==> config.mk <==
export PLATFORM = sky130hd
export DESIGN_NAME = wb_select_stage
export DESIGN_NICKNAME = d
export VERILOG_FILES = /design/src/rtl/wb_select_stage_pkg.sv /design/src/rtl/wb_select_stage_skid_buffer.sv /design/src/rtl/wb_select_stage.sv
export SDC_FILE = /design/constraint.sdc
export NUM_CORES = 1
export LEC_CHECK = 0
export ABC_AREA = 1
export BUFFER_PORTS_ARGS = -buffer_cell sky130_fd_sc_hd__buf_4
export CORE_MARGIN = 1.5
export CORE_UTILIZATION = 25
export DETAILED_ROUTE_END_ITERATION = 12
export GPL_ROUTABILITY_DRIVEN = 0
export PLACE_DENSITY = 0.43
export SLEW_MARGIN = 20
export SYNTH_ARGS = -nofsm -noshare
export SYNTH_HDL_FRONTEND = slang
export SYNTH_SLANG_ARGS = --single-unit
==> constraint.sdc <==
create_clock -name clk -period 1.3 [get_ports clk]
set_input_delay 0.26 -clock clk [delete_from_list [all_inputs] [get_ports clk]]
set_output_delay 0.26 -clock clk [all_outputs]
set_load 0.01 [all_outputs]
==> src/rtl/wb_select_stage_pkg.sv <==
// Shared constants and types for the writeback-select stage.
package wb_pkg;

    // Source indices on the WBSelect bus
    localparam int WB_SEL_MEM = 0;
    localparam int WB_SEL_ALU = 1;
    localparam int WB_SEL_IMM = 2;

    // Default datapath configuration
    localparam int WB_N       = 32;
    localparam int WB_LANES   = 4;
    localparam int WB_NUM_SRC = 3;
    localparam int WB_ADDR_W  = 5;

    // One registered writeback beat in the default configuration. The stage
    // packs its payload in this same field order for any configuration.
    typedef struct packed {
        logic [WB_LANES*WB_N-1:0] data;
        logic [WB_ADDR_W-1:0]     addr;
        logic                     we;
        logic [WB_LANES-1:0]      mask;
    } wb_beat_t;

    // Select-bus width for a given source count, never narrower than one bit.
    function automatic int sel_width(input int num_src);
        return (num_src > 1) ? $clog2(num_src) : 1;
    endfunction

endpackage

==> src/rtl/wb_select_stage_skid_buffer.sv <==
// Two-entry valid/ready register pair. "main" drives the outputs; "skid"
// catches the beat that arrives in the cycle the consumer stalls, so that
// in_ready never depends combinationally on out_ready.
module wb_skid_buffer #(
    parameter int W = 8
) (
    input  logic         clk,
    input  logic         rst,
    input  logic         in_valid,
    output logic         in_ready,
    input  logic [W-1:0] in_data,
    output logic         out_valid,
    input  logic         out_ready,
    output logic [W-1:0] out_data
);
    logic         main_valid;
    logic         skid_valid;
    logic [W-1:0] main_data;
    logic [W-1:0] skid_data;
    logic         accept;

    assign in_ready  = !skid_valid && !rst;
    assign accept    = in_valid && in_ready;
    assign out_valid = main_valid;
    assign out_data  = main_data;

    // Advance the main/skid pair: fill, drain, or shift skid into main.
    always_ff @(posedge clk) begin
        // NOTE: clocked state uses non-blocking '<=' so every register samples pre-edge values.
        if (rst) begin
            // NOTE: payload registers are cleared too, because the outputs must read zero after reset.
            main_valid <= 1'b0;
            skid_valid <= 1'b0;
            main_data  <= '0;
            skid_data  <= '0;
        end else if (skid_valid) begin
            // Full: upstream is held off, so the only event is a drain.
            if (out_ready) begin
                main_data  <= skid_data;
                skid_valid <= 1'b0;
            end
        end else if (!main_valid || out_ready) begin
            // Empty or draining: main takes the incoming beat, if any.
            main_valid <= accept;
            if (accept) begin
                main_data <= in_data;
            end
        end else if (accept) begin
            // Stalled with one beat held: park the new beat in skid.
            skid_data  <= in_data;
            skid_valid <= 1'b1;
        end
    end

endmodule

==> src/rtl/wb_select_stage.sv <==
// Registered writeback-select stage: picks one of NUM_SRC multi-lane sources,
// zeroes masked-off lanes and hands the beat to the register-file write port
// through a 2-entry skid buffer.
module wb_select_stage
    import wb_pkg::*;
#(
    parameter int N       = 32,
    parameter int LANES   = 4,
    parameter int NUM_SRC = 3,
    parameter int ADDR_W  = 5,
    localparam int SEL_W  = sel_width(NUM_SRC)
) (
    input  logic                       clk,
    input  logic                       rst,
    input  logic                       in_valid,
    output logic                       in_ready,
    input  logic [SEL_W-1:0]           WBSelect,
    input  logic [NUM_SRC*LANES*N-1:0] src_data,
    input  logic [ADDR_W-1:0]          wr_addr,
    input  logic                       wr_en,
    input  logic [LANES-1:0]           lane_mask,
    output logic                       out_valid,
    input  logic                       out_ready,
    output logic [LANES*N-1:0]         WD3,
    output logic [ADDR_W-1:0]          A3,
    output logic                       WE3,
    output logic [LANES-1:0]           WM3,
    output logic                       sel_err
);
    localparam int DATA_W = LANES * N;
    localparam int PAY_W  = DATA_W + ADDR_W + 1 + LANES;

    logic [DATA_W-1:0] sel_data;
    logic [DATA_W-1:0] masked_data;
    logic              sel_hit;
    logic              accept;
    logic [PAY_W-1:0]  in_payload;
    logic [PAY_W-1:0]  out_payload;

    // Select the addressed source and zero every masked-off lane.
    always_comb begin
        // NOTE: defaults first so every path assigns every bit and no latch is inferred.
        sel_data    = '0;
        sel_hit     = 1'b0;
        masked_data = '0;
        for (int s = 0; s < NUM_SRC; s++) begin
            if (WBSelect == SEL_W'(s)) begin
                sel_data = src_data[s*DATA_W +: DATA_W];
                sel_hit  = 1'b1;
            end
        end
        for (int l = 0; l < LANES; l++) begin
            if (lane_mask[l]) begin
                masked_data[l*N +: N] = sel_data[l*N +: N];
            end
        end
    end

    assign accept     = in_valid && in_ready;
    assign in_payload = {masked_data, wr_addr, wr_en & (|lane_mask), lane_mask};

    // Sticky flag for any accepted beat whose select was out of range.
    always_ff @(posedge clk) begin
        if (rst) begin
            sel_err <= 1'b0;
        end else if (accept && !sel_hit) begin
            sel_err <= 1'b1;
        end
    end

    wb_skid_buffer #(
        .W (PAY_W)
    ) u_skid (
        .clk       (clk),
        .rst       (rst),
        .in_valid  (in_valid),
        .in_ready  (in_ready),
        .in_data   (in_payload),
        .out_valid (out_valid),
        .out_ready (out_ready),
        .out_data  (out_payload)
    );

    assign {WD3, A3, WE3, WM3} = out_payload;

endmodule
-- Word-level counts from Yosys, hierarchy flattened
Cells that the tools add are included.
- equality and inequality tests: 3
- multiplexer cells: 18
- bitwise operators: 3
- reduce and logical (&&, ||, !) cells: 15
- operator list (cell ; number):
    2-to-1 mux 138 bit ; 4
    2-to-1 mux 128 bit ; 3
    2-to-1 mux 32 bit ; 4
    2-to-1 mux 1 bit ; 7
    AND reduction 3 bit ; 2
    logical NOT 1 bit ; 4
    nonzero test 2 bit ; 2
    OR reduction 4 bit ; 1
    logical AND 1 bit ; 3
    equality test 2 x 1 -> 1 bit, second input constant ; 1
    equality test 2 bit, second input constant ; 1
    logical NOT 2 bit ; 1
    != test 2 bit, second input constant ; 1
    NOT 1 bit ; 2
    AND reduction 2 bit ; 1
    bitwise AND 1 bit ; 1
    logical OR 1 bit ; 1
- register bits: 279
- bits of input ports: 400
- output and inout port bits: 141
- logic and storage cells: 44

-- Logic depth before layout (Yosys ltp)
- depth in word-level cells: 8
- gate-level depth with buffers: 8

-- Hierarchy
A second synthesis with hierarchy kept.
- cells, all modules: 2961
- area, all modules: 17102.7 um^2
- modules (own cells, without submodules) (module ; times used ; cells an instance ; area each (um^2) ; sequential area each (um^2)):
    wb_skid_buffer ; 1 ; 2097 ; 13244.0 ; 5565.3
    wb_select_stage ; 1 ; 864 ; 3858.7 ; 20.0

-- Least setup slack after synthesis
No wires, ideal clock.
- path kind: reg2reg
- from: register u_skid.skid_valid
- to: register u_skid.skid_data[34]
- library setup time: 0.117 ns
- arrival time: 1.245 ns
- data required time: 1.183 ns
- path slack: -0.062 ns
- cell stages (with the launch flop): 9
- path buffers: 2
- cells stage by stage: dfxtp_1 nor2_4 nand2_2 nor2_4 inv_2 buf_6 buf_6 a21oi_1 nor2_1
- longest elaborated chain between the ends: 4
- elaborated cells on any way between the ends: 5
- those cells by class: bitwise (1); reduce/logical (4)
- RTL lines (element ; RTL line ; RTL):
    start: declaration ; wb_select_stage_skid_buffer.sv:17 ; logic skid_valid;
    start signal: assignment ; wb_select_stage_skid_buffer.sv:33 ; skid_valid <= 1'b0;
    start signal: assignment ; wb_select_stage_skid_buffer.sv:40 ; skid_valid <= 1'b0;
    start signal: assignment ; wb_select_stage_skid_buffer.sv:51 ; skid_valid <= 1'b1;
    logical NOT 1 bit ; wb_select_stage_skid_buffer.sv:22 ; assign in_ready = !skid_valid && !rst;
    logical AND 1 bit ; wb_select_stage_skid_buffer.sv:22 ;
    via in_ready ; wb_select_stage.sv:16 ; output logic in_ready,
    logical AND 1 bit ; wb_select_stage_skid_buffer.sv:23 ; assign accept = in_valid && in_ready;
    AND reduction 3 bit (no source line) ; n/a ;
    end signal: assignment ; wb_select_stage_skid_buffer.sv:50 ; skid_data <= in_data;
    end: declaration ; wb_select_stage_skid_buffer.sv:19 ; logic [W-1:0] skid_data;
The timed path passes the listed nets, and every way through them passes these cells.
A chain may end at the register's enable or synchronous reset.

-- Worst setup path after layout
- from: register u_skid.skid_valid
- to: register u_skid.skid_data[33]
- longest elaborated chain between the ends: 4
- elaborated cells on any way between the ends: 5
- those cells by class: bitwise (1); reduce/logical (4)
- RTL lines (element ; RTL line):
    logical NOT 1 bit ; wb_select_stage_skid_buffer.sv:22
    logical AND 1 bit ; wb_select_stage_skid_buffer.sv:22
    logical AND 1 bit ; wb_select_stage_skid_buffer.sv:23
    AND reduction 3 bit (no source line) * ; n/a
Every way passes the cells marked *; elsewhere a longest branch is shown, timed or not.

==> results by group <==
Logic synthesis
  • Post-synthesis mux area share: 0%
  • Simple-gate share of the synthesized area: around a third
  • Avg Cell Area, Syn: 6.175 um^2
  • Netlist cell types: 20
  • Syn Inst Count: roughly 2500
  • Ys Warns: 0
  • Adder-cell share of the synthesized area: 0%
  • Synth Area in XOR/XNOR: 0%
  • Netlist Area Pre-Place: 15700 um^2
  • Post-Syn Nets: 2942
  • #FFs+latches synth: 279
  • Synth Area in Compound Gates: 17.43%
  • Seq/Total Area, Yosys: 35.58%
  • Largest family of logic cells by synthesized area: simple AND/OR/NAND/NOR gates

Global route
  • Gr usage total: around 22%
  • Number of global-route vias before repair: 18300
  • Global route overflow: 0
  • M3 GR Usage: 4.650%
  • Largest net degree at the start of global routing: 69
  • GRT met2 Usage: 36.63%
  • Initial antenna violation count: 7
  • Met1 usage: 28.49%
  • Global-route wire length before repair: between 100000 and 150000 um
  • Grt peak-use layer: met2

Setup path
  • Crit path cell chain: nor2_4 > nand2_2 > nor2_4 > buf_12 > buf_12 > buf_12 > buf_12 > o21ai_1 > nor2_1
  • CP peak stage delay: around 0.35 ns
  • Worst-path fanout max: 8
  • Kind of critical path: reg2reg
  • Top Family by Delay on Critical Path: buffers and inverters
  • FF-to-FF Start: u_skid.skid_valid$_SDFF_PP0_
  • FF-to-FF setup slack: -0.25 ns
  • WP buf/inv: 4
  • Setup crit end kind: flip-flop
  • Reg-to-Reg End: u_skid.skid_data[33]$_SDFFE_PP0P_
  • Arr. time, crit path: around 2.0 ns
  • CP Data Required Time: 1.77 ns
  • Slowest CP cell: dfxtp_4
  • Reg2reg path depth: 9
  • Crit start category: flip-flop
  • Most common cell on crit path: buf_12
  • Crit. Startpoint: u_skid.skid_valid$_SDFF_PP0_

Routing
  • First drt pass iteration count: 5
  • Drc violations: 0
  • DRT iter0 DRCs: 1287
  • DRT Wirelength: 77070 um
  • Routed vias/inst: 4.887
  • Vias: approximately 19000
  • Final antenna-violating net count: 0
  • WL/cell: between 15 and 20 um

Floorplanning
  • Site row count: about 90
  • Initial core utilization: 25.39%
  • IO Count: around 540
  • Die height: 253.6 um
  • Total Die Area: 64300 um^2
  • Core box area: 61830 um^2
  • Die W: 253.6 um

Clock network
  • Clock Sinks: 279
  • CTS tree: yes
  • Clock latency on the worst-skew pair: 0.55 ns
  • Cts bufs inserted: 38
  • Clock buffer depth: 3
  • Clock transition at path regs: 0.06 ns
  • Clock Root Buffer: clkbuf_16
  • H-tree Lvls: 2

STA
  • RSZ-0062 raised after global routing: yes
  • Final setup margin: -0.2491 ns
  • Hold slack: between 0.02 and 0.03 ns
  • Clock Skews: 0.01478 ns
  • Max Fclk: 0.6455 GHz
  • Crit share post-route: 119.2%
  • Final setup fails: just under 300
  • Max_slew headroom: 59.99%
  • Shortest period the worst path allows: 1.549 ns
  • Fin. Hold Viols: 0
  • Max-slew violations: 0
  • Worst Tran Pin Value: 0.6001 ns

Placed design
  • Dpl hpwl: 47220 um
  • Cell Area, Placed: 21260 um^2
  • Input/output buffers: 540

Pwr
  • Psw: 7.252 mW
  • Pwr Density: 1004 nW/um^2
  • Leak: around 12 nW
  • Sw Ratio: 28.89%
  • Register share of total power: 36.9%
  • Power share of the clock group: 41.3%
  • Max VDD drop: 0.0006788 V
  • Logic pwr share: 21.8%
  • Internal power: 17.85 mW

Flow run
  • Max-cap violations: 0

Layout
  • Finished Cell Area: around 25000 um^2
  • Layout cells sized above 1: 31.89%
  • Layout area overhead: 59.22%
  • Final nets: 3481

Hold path
  • HP Class: in2reg
  • Worst min-delay path startpoint: lane_mask[0]
  • Hold path depth: 3
  • Endpoint, Worst Hold: u_skid.skid_data[0]$_SDFFE_PP0P_

Run status
  • Run status: finished with violations
  • Violated checks: negative setup slack
## cell usage in the layout, fill, tap and decap left out, types with 6 or more instances in the layout
cell,n
a21oi_1,282
a21oi_2,105
buf_12,56
buf_16,31
buf_4,584
buf_6,26
buf_8,7
clkbuf_1,9
clkbuf_16,54
clkbuf_8,7
dfxtp_1,270
dfxtp_4,8
dlygate4sd3_1,6
inv_1,262
nand2_1,534
nand3_1,513
nor2_1,157
o21ai_0,18
o21ai_1,61
o21ai_2,74
## logic make-up (layout without fill, tap and decap cells)
| kind of cell | after synthesis | in the layout |
|---|---|---|
| AO/OA/AOI/OAI | 546 | 546 |
| buffers and inverters | 502 | 1064 |
| AND/OR/NAND/NOR | 1215 | 1215 |
| other | 0 | 5 |
| flip-flops | 279 | 279 |
## worst register-to-register path, stage by stage, from the launching register on
cell	delay, ns
dfxtp_4	0.35
nor2_4	0.12
nand2_2	0.09
nor2_4	0.13
buf_12	0.17
buf_12	0.17
buf_12	0.13
buf_12	0.13
o21ai_1	0.06
nor2_1	0.13
## metal layers
metal / part of all wire [%] / vias to the layer above
met5: 0.058 / -
met4: 2.5 / 6
met3: 6.2 / 107
met2: 47 / 603
met1: 44 / 9169
li1: - / 9401
## layout make-up
cell class | count | area, um^2
Inverter | 272 | 1059
Clock inverter | 6 | 55.05
Antenna cell | 5 | 12.51
Multi-Input combinational cell | 1761 | 8748
Timing Repair Buffer | 727 | 7272
Sequential cell | 279 | 5617
Timing Repair inverter | 2 | 25.02
Tap cell | 837 | 1047
Fill cell | 6451 | 36830
Clock buffer | 57 | 1156
## power groups by stage
stage	Sequential (mW)	Combinational (mW)	Clock [mW]
floorplan	9.52	2.15	0
finish	9.27	5.46	10.4
global route	9.32	5.93	11.0
global placement	9.43	4.85	0
CTS	9.26	5.25	10.6
detailed placement	9.43	4.88	0
## worst max-delay path by stage
stage                                                    to  cells after the start
after floorplan           u_skid.skid_data[90]$_SDFFE_PP0P_                      8
after global placement    u_skid.out_data[115]$_SDFFE_PP0P_                      8
after detailed placement  u_skid.skid_data[55]$_SDFFE_PP0P_                      8
after CTS                                          in_ready                      3
after global routing      u_skid.skid_data[33]$_SDFFE_PP0P_                      9
final                     u_skid.skid_data[33]$_SDFFE_PP0P_                      9
## Yosys cell counts
| cell | instances | share of area [%] |
|---|---|---|
| nand2_1 | 537 | 13 |
| nand3_1 | 514 | 16 |
| a21oi_1 | 391 | 12 |
| dfxtp_1 | 279 | 36 |
| inv_1 | 270 | 6.5 |
| nor2_1 | 159 | 3.8 |
| buf_2 | 111 | 3.5 |
| o21ai_0 | 94 | 3.0 |
| clkbuf_1 | 67 | 1.6 |
| o21ai_1 | 60 | 1.9 |
| buf_1 | 26 | 0.62 |
| buf_4 | 19 | 0.91 |
| buf_6 | 7 | 0.50 |
| nor2_4 | 2 | 0.14 |
| clkinv_1 | 1 | 0.024 |
| inv_2 | 1 | 0.024 |
| nand2_2 | 1 | 0.040 |
| nand3_2 | 1 | 0.064 |
| nor3_1 | 1 | 0.032 |
| o21a_1 | 1 | 0.048 |
## stage by stage
step,total power [mW],setup WS (ns),std cells,setup TNS [ns],util [%]
floorplan,11.68,-0.04937,2542,-2.938,-
global placement,14.27,-0.2102,3801,-40.56,34.38
detailed placement,14.31,-0.2391,3801,-47.24,34.38
CTS,25.14,-0.2746,3920,-52.39,39.10
global route,26.23,-0.3203,3943,-66.38,40.41
finish,25.10,-0.2491,3946,-43.99,40.42
## repair_timing
action | 4_1_cts | 5_1_grt
hold buffers | 6 | 0
hold endpoints to repair | 6 | 0
setup buffers | 23 | 10
gates resized for setup | 236 | 134
endpoints found under the setup margin | 354 | 386
cloned | 29 | 18
pin swaps | 58 | 50
## state kept, by name, indices dropped and copies added, names as in the netlist
| name | cells |
|---|---|
| u_skid.out_data | 138 |
| u_skid.skid_data | 138 |
| sel_err | 1 |
| u_skid.out_valid | 1 |
| u_skid.skid_valid | 1 |
No activity file was read; power rests on OpenSTA's default activity.
